===== src/rtl/hive_ram_ctrl_pkg.sv =====
// Shared constants and state encoding for the hive sprite RAM controller.
// Also holds the in-bounds test used by both erase and collision logic.
`timescale 1ns/1ps
package hive_ram_ctrl_pkg;

  localparam int HIVE_W = 56;
  localparam int HIVE_H = 39;
  localparam int ADDR_W = 12;
  localparam logic [7:0] CLEAR_COLOUR = 8'h00;

  typedef enum logic [1:0] {
    IDLE  = 2'd0,
    ERASE = 2'd1,
    DONE  = 2'd2
  } state_t;

  function automatic logic in_hive(input logic [6:0] px, input logic [6:0] py);
    return (px < 7'(HIVE_W)) && (py < 7'(HIVE_H));
  endfunction

endpackage


===== src/rtl/hive_addr_calc.sv =====
// Pixel coordinate to hive RAM address, plus in-bounds flag.
// Purely combinational so it adds no latency wherever it is reused.
`timescale 1ns/1ps
module hive_addr_calc
  import hive_ram_ctrl_pkg::*;
(
  input  logic [6:0]        px,
  input  logic [6:0]        py,
  output logic [ADDR_W-1:0] addr,
  output logic              in_bounds
);

  // py*56 as shift-add (32+16+8), truncated to the RAM address width
  assign addr = (ADDR_W'(py) << 5) + (ADDR_W'(py) << 4) + (ADDR_W'(py) << 3) + ADDR_W'(px);
  assign in_bounds = in_hive(px, py);

endmodule


===== src/rtl/hive_ram_ctrl.sv =====
// Address/write owner of one hive sprite RAM: display reads during active
// video, crater-erase writes sequenced into blanking cycles.
`timescale 1ns/1ps
module hive_ram_ctrl
  import hive_ram_ctrl_pkg::*;
#(
  parameter int CRATER = 4
) (
  input  logic              clk_pix,
  input  logic              reset,
  input  logic              blank,
  input  logic [ADDR_W-1:0] disp_addr,
  input  logic              hit_req,
  input  logic [5:0]        hit_x,
  input  logic [5:0]        hit_y,
  output logic              hit_ack,
  output logic              busy,
  output logic              done,
  output logic [ADDR_W-1:0] ram_addr,
  output logic              ram_write,
  output logic [7:0]        ram_data
);

  localparam logic [2:0] LAST = 3'(CRATER - 1);

  state_t            state_reg, state_next;
  logic [5:0]        bx_reg, by_reg;
  logic [2:0]        cx_reg, cy_reg;
  logic              ack_reg;
  logic [6:0]        px, py;
  logic [ADDR_W-1:0] erase_addr;
  logic              in_bounds;
  logic              last_pixel;
  logic              erase_active;

  assign px = {1'b0, bx_reg} + {4'b0, cx_reg};
  assign py = {1'b0, by_reg} + {4'b0, cy_reg};
  assign last_pixel = (cx_reg == LAST) && (cy_reg == LAST);

  hive_addr_calc u_addr_calc (
    .px        (px),
    .py        (py),
    .addr      (erase_addr),
    .in_bounds (in_bounds)
  );

  always_ff @(posedge clk_pix) begin
    if (reset) state_reg <= IDLE;
    else       state_reg <= state_next;
  end

  always_comb begin
    state_next = state_reg;
    unique case (state_reg)
      IDLE:    if (hit_req) state_next = ERASE;
      ERASE:   if (blank && last_pixel) state_next = DONE;
      DONE:    state_next = IDLE;
      default: state_next = IDLE;
    endcase
  end

  // Counters only move on blank cycles, so a paused pixel is retried, never skipped
  always_ff @(posedge clk_pix) begin
    if (reset) begin
      bx_reg  <= '0;
      by_reg  <= '0;
      cx_reg  <= '0;
      cy_reg  <= '0;
      ack_reg <= 1'b0;
    end else begin
      ack_reg <= 1'b0;
      if (state_reg == IDLE && hit_req) begin
        bx_reg  <= hit_x;
        by_reg  <= hit_y;
        cx_reg  <= '0;
        cy_reg  <= '0;
        ack_reg <= 1'b1;
      end else if (state_reg == ERASE && blank) begin
        if (cx_reg == LAST) begin
          cx_reg <= '0;
          cy_reg <= cy_reg + 3'd1;
        end else begin
          cx_reg <= cx_reg + 3'd1;
        end
      end
    end
  end

  always_comb begin
    erase_active = (state_reg == ERASE) && blank;
    ram_addr     = erase_active ? erase_addr : disp_addr;
    ram_write    = erase_active && in_bounds;
    ram_data     = CLEAR_COLOUR;
    busy         = (state_reg == ERASE);
    done         = (state_reg == DONE);
    hit_ack      = ack_reg;
  end

endmodule


===== config.mk =====
export PLATFORM = sky130hd
export DESIGN_NAME = hive_ram_ctrl
export DESIGN_NICKNAME = d
export VERILOG_FILES = /design/src/rtl/hive_ram_ctrl_pkg.sv /design/src/rtl/hive_addr_calc.sv /design/src/rtl/hive_ram_ctrl.sv
export SDC_FILE = /design/constraint.sdc
export NUM_CORES = 1
export LEC_CHECK = 0
export ABC_AREA = 1
export CORE_MARGIN = 3
export CORE_UTILIZATION = 28
export DETAILED_ROUTE_END_ITERATION = 8
export HOLD_SLACK_MARGIN = 0.03
export PLACE_DENSITY_LB_ADDON = 0.2
export SYNTH_ARGS = -nofsm -noshare
export SYNTH_HDL_FRONTEND = slang
export SYNTH_SLANG_ARGS = --single-unit

===== constraint.sdc =====
create_clock -name clk_pix -period 5.1 [get_ports clk_pix]
set_input_delay 0.765 -clock clk_pix [delete_from_list [all_inputs] [get_ports clk_pix]]
set_output_delay 0.765 -clock clk_pix [all_outputs]
set_load 0.1 [all_outputs]

* Word-level counts from Yosys, hierarchy flattened
Cells that the tools add are included.
** Storage, ports and cells
- Bits of input ports :: 28
- Output and inout bits :: 24
- Register bits after elaboration :: 21
- Word-level logic and storage cells :: 37
** Cells by class
- Mux-type cells :: 6
- Eq/ne operators :: 6
- Reductions and logical operators :: 10
- $lt $le $gt $ge :: 2
- Add/subtract/negate cells :: 7
** Operators by type and width (count)
- adder 6 x 3 -> 7 bit :: 2
- < comparator 7 x 6 -> 1 bit (second input constant) :: 2
- adder 12 x 10 -> 12 bit :: 1
- adder 12 x 11 -> 12 bit :: 1
- adder 12 x 7 -> 12 bit :: 1
- 2-to-1 mux 12 bit :: 1
- adder 3 x 1 -> 3 bit (second input constant) :: 2
- equality test 3 x 2 -> 1 bit (second input constant) :: 2
- logical AND 1 bit :: 6
- 2-to-1 mux 2 bit :: 2
- one-hot mux 2 bit (2 select lines) :: 1
- AND reduction 2 bit :: 2
- 2-to-1 mux 3 bit :: 1
- equality test 2 x 1 -> 1 bit (second input constant) :: 1
- equality test 2 bit (second input constant) :: 1
- zero test 2 bit :: 1
- != test 2 x 1 -> 1 bit (second input constant) :: 1
- != test 2 bit (second input constant) :: 1
- OR reduction 2 bit :: 1
- 2-to-1 mux 1 bit :: 1

* Depth between registers and ports, before layout
- Word-level depth :: 5
- Gate-level depth with buffers :: 21
- Gate-level depth less buffers :: 21

* Hierarchy
Synthesis repeated with hierarchy kept, for this count alone.
** Unflattened totals
- Cells, all modules :: 300
- Area total of the unflattened synthesis :: 2084.5 sq um
** By module, submodules not included
- hive_ram_ctrl :: seq. area each 420.4 sq um, area each 1362.6 sq um, cells each 206, instances 1
- hive_addr_calc :: seq. area each 0.0 sq um, area each 721.9 sq um, cells each 94, instances 1

* Least setup slack after synthesis
OpenSTA, ideal clock, no wires.
- Kind :: register to output
- Start :: reg cy_reg[0]
- End :: out ram_addr[7]
- Path buffers :: 0
- Data arrival time :: 5.112 ns
- Setup slack :: -0.777 ns
- Cell stages (with the launch flop) :: 13
- Data required time :: 4.335 ns
- Path through :: dfxtp_1 ha_1 inv_1 fa_1 inv_1 fa_1 inv_1 fa_1 inv_1 ha_1 fa_1 xnor2_1 o21ai_0
** On the way
- Cells in the longest elaborated chain, start to end :: 5
** RTL lines
- from (decl) :: line hive_ram_ctrl.sv:28 : logic [2:0] cx_reg, cy_reg;
- from (signal assigned) :: line hive_ram_ctrl.sv:81 : cy_reg <= cy_reg + 3'd1;
- adder 6 x 3 -> 7 bit (*) :: line hive_ram_ctrl.sv:37 : assign py = {1'b0, by_reg} + {4'b0, cy_reg};
- adder 12 x 11 -> 12 bit :: line hive_addr_calc.sv:14 : assign addr = (ADDR_W'(py) << 5) + (ADDR_W'(py) << 4) + (ADDR_W'(py) << 3) + ADDR_W'(px);
- adder 12 x 10 -> 12 bit (*) :: line hive_addr_calc.sv:14
- adder 12 x 7 -> 12 bit (*) :: line hive_addr_calc.sv:14
- 2-to-1 mux 12 bit (*) :: line hive_ram_ctrl.sv:91 : ram_addr = erase_active ? erase_addr : disp_addr;
- to (decl) :: line hive_ram_ctrl.sv:19 : output logic [ADDR_W-1:0] ram_addr,
Mark *: on every way between the ends. The rest lies on a longest branch, timed or not.

* Final worst setup path
- Start :: reg cy_reg[0]
- End :: out ram_addr[9]
The elaborated chain is that of the path after synthesis.

==> impl_results.md <==
- Status: completed
- Vias: roughly 1800
- Core area: between 0.007 and 0.008 mm²
- Max-cap violations: 0
- Routed len/inst: 10.2 µm
- Post-synthesis average cell area: 7.18 µm²
- Max clock buf depth: 2
- Crit. End Element: output port
- Overall Global Routing Usage: 0.108
- Vias in the first global route: around 1800
- Final TNS setup: 0 ns
- Commonest non-fill, non-tap cell in the layout: nand2_1
- # nets final: between 400 and 500
- Final Hold Fails: 0
- CTS root buffer: clkbuf_8
- 1st-iter DRT viols: 26
- Full die area: around 0.0086 mm²
- Fin crit share: 0.938
- Die Wd: 92.8 µm
- Crit path kind: flop to output port
- Fmax: approximately 210 MHz
- Vias/cell: between 4 and 5
- Gr ovfl total: 0
- CTS tree: done
- Initial core utilization: 0.289
- Power density cells: around 200 mW/mm²
- Most frequent cells in the layout: 91 x nand2_1, 48 x inv_1, 34 x clkdlybuf4s50_1
- CTS Sinks: 21
- Hpwl dp: about 3.7 mm
- Final Max Slew Viols: 0
- Worst slack at placement: 0.512 ns
- Yosys warning total: 0
- Routability congestion estimate: roughly 0.81
- Drt first pass iters: 4
- Chip Height: approximately 93 µm
- # IOs: between 50 and 60
- Worst Path Arrival: between 4 and 5 ns
- Cell area after synthesis: around 0.0021 mm²
- Maximum VDD drop: between 0.08 and 0.09 mV
- DRT Wirelength: between 4 and 5 mm
- Data required time at the worst endpoint: about 4.3 ns
- Crit path max fanout: 4
- Worst Slack Setup Final: 0.315 ns
- RSZ-0062 raised after global routing: no
- Share of layout cells above drive strength 1: 0.101
- Number of setup violations in the final report: 0
- Largest net degree at the start of global routing: 19
- Area Growth Syn to Fin: 27.6%
- Non-Filler Instances: between 400 and 500
- Unique masters post-synth: 26
- Worst skew pair latency: approximately 0.26 ns
- Synth Instances: 294
- Sequential area share after synthesis: 0.199
- Ant diodes: 0
- Rel. slew slack: 0.346
- CP max stage delay: 0.55 ns
- Worst-path cell chain: ha_1 > inv_1 > fa_1 > inv_1 > fa_1 > inv_1 > fa_1 > inv_1 > ha_1 > fa_1 > nand2_1 > nand3_1 > or2_2 > nand3_1 > nand2_1 > buf_12
- Worst Skew: between 0.005 and 0.006 ns
- CP max stage cell: fa_1
- Clock slew at reported path FFs: roughly 0.08 ns
- Slew @ Worst Pin: a little under 1 ns
- Initial antenna violation count: 0
- Startpoint types: flop
- # rows: 31
- IO buf count: 43
- Min Tclk post-route: ~4.8 ns
- Seq cells post-synth: 21
- Total CTS buffers: 3
- Number of antenna-violating nets in the routed design: 0
- Leak Pwr: approximately 1.4 nW
- Drt drc: 0
- Type of the worst min-delay path: flop to flop
- First-pass GRT wire length: 7.69 mm
- Placed Cells: 431
- Hold_buf cts: 0
- H-tree depth: 1
cells by family after synthesis:
| kind of cell | share of synthesized area |
|---|---|
| AOI/OAI and AO/OA | 0.0753 |
| other | 0.00178 |
| adders and majority gates | 0.262 |
| DFF | 0.199 |
| xor gates and xnor gates | 0.0207 |
| buffers and inverters | 0.139 |
| and+or+nand+nor | 0.302 |
through the flow:
stage / power (mW) / instance area, µm² / util / hold WS (ns)
2_1_floorplan: 0.380 / 2140 / - / 0.453
3_3_place_gp: 0.443 / 2630 / 0.361 / 0.467
3_5_place_dp: 0.444 / 2630 / 0.361 / 0.468
5_1_grt: 0.587 / 2690 / 0.369 / 0.514
6_report: 0.548 / 2690 / 0.369 / 0.475
4_1_cts: 0.555 / 2680 / 0.367 / 0.480
synth_stat cells:
| library cell | count | area [µm²] |
|---|---|---|
| o21ai_1 | 4 | 20.0 |
| fa_1 | 12 | 240 |
| conb_1 | 1 | 3.75 |
| nand2_2 | 2 | 12.5 |
| inv_2 | 3 | 11.3 |
| o21ai_0 | 4 | 20.0 |
| buf_6 | 3 | 33.8 |
| nand2_4 | 2 | 22.5 |
| a211oi_1 | 2 | 15.0 |
| xor2_1 | 4 | 35.0 |
| xnor2_1 | 1 | 8.76 |
| nor3_1 | 2 | 10.0 |
| nor2_4 | 3 | 33.8 |
| a211oi_2 | 2 | 25.0 |
| nand3_4 | 1 | 17.5 |
| ha_1 | 25 | 313 |
| buf_4 | 9 | 67.6 |
| nand4_1 | 5 | 31.3 |
| nand2_1 | 91 | 342 |
| a21oi_1 | 7 | 35.0 |
| nand3_1 | 22 | 110 |
| nor2_1 | 14 | 52.6 |
| o21ai_2 | 5 | 43.8 |
| dfxtp_1 | 21 | 420 |
| inv_1 | 48 | 180 |
| or2_2 | 1 | 6.26 |
area by class of cell:
cell class / instances / area (µm²)
fillers: 815 / 4600
multi-input cells: 217 / 1440
repair buffers: 44 / 478
flip-flops and latches: 21 / 420
inverters: 51 / 191
well taps: 99 / 124
clock buffers: 4 / 45.0
worst max-delay path: cells and delay by family (launching register included):
kind | cells | cell delay, ns
buf+inv | 5 | 0.43
simple gates | 5 | 0.58
flops | 1 | 0.38
fa+ha+maj | 6 | 2.35
power by group:
group | internal, mW | leakage (nW) | switching, mW
sequential | 0.172 | 0.172 | 0.00623
combinational | 0.0810 | 1.20 | 0.179
clock | 0.0556 | 0.0228 | 0.0543
total | 0.309 | 1.39 | 0.240
layer usage:
layer  GRT usage  routed length (µm)  share of wire  vias up
li1            -                   -              -      986
met1       0.136                2140           0.48      794
met2       0.192                2080           0.47       26
met3      0.0260                 186          0.042        2
met4      0.0147                  25         0.0056        0
met5           0                   0              0        -
timing repair:
item | CTS | global route
endpoints found under the hold margin | 0 | 0
endpoints found under the setup margin | 0 | 3
gates resized for setup | 0 | 1
buffers inserted | 0 | 1
path summary, 6_finish.rpt:
check / cells after the start / slack [ns] / startpoint / endpoint
worst max-delay path: 16 / 0.31 / cy_reg[0] / ram_addr[9]
worst min-delay path: 2 / 0.48 / cx_reg[2] / cx_reg[2]
worst max register to register: 6 / 3.80 / state_reg[1] / cy_reg[0]
worst min register to register: 2 / 0.48 / cx_reg[2] / cx_reg[2]
Power figures use the tool's default switching activity.
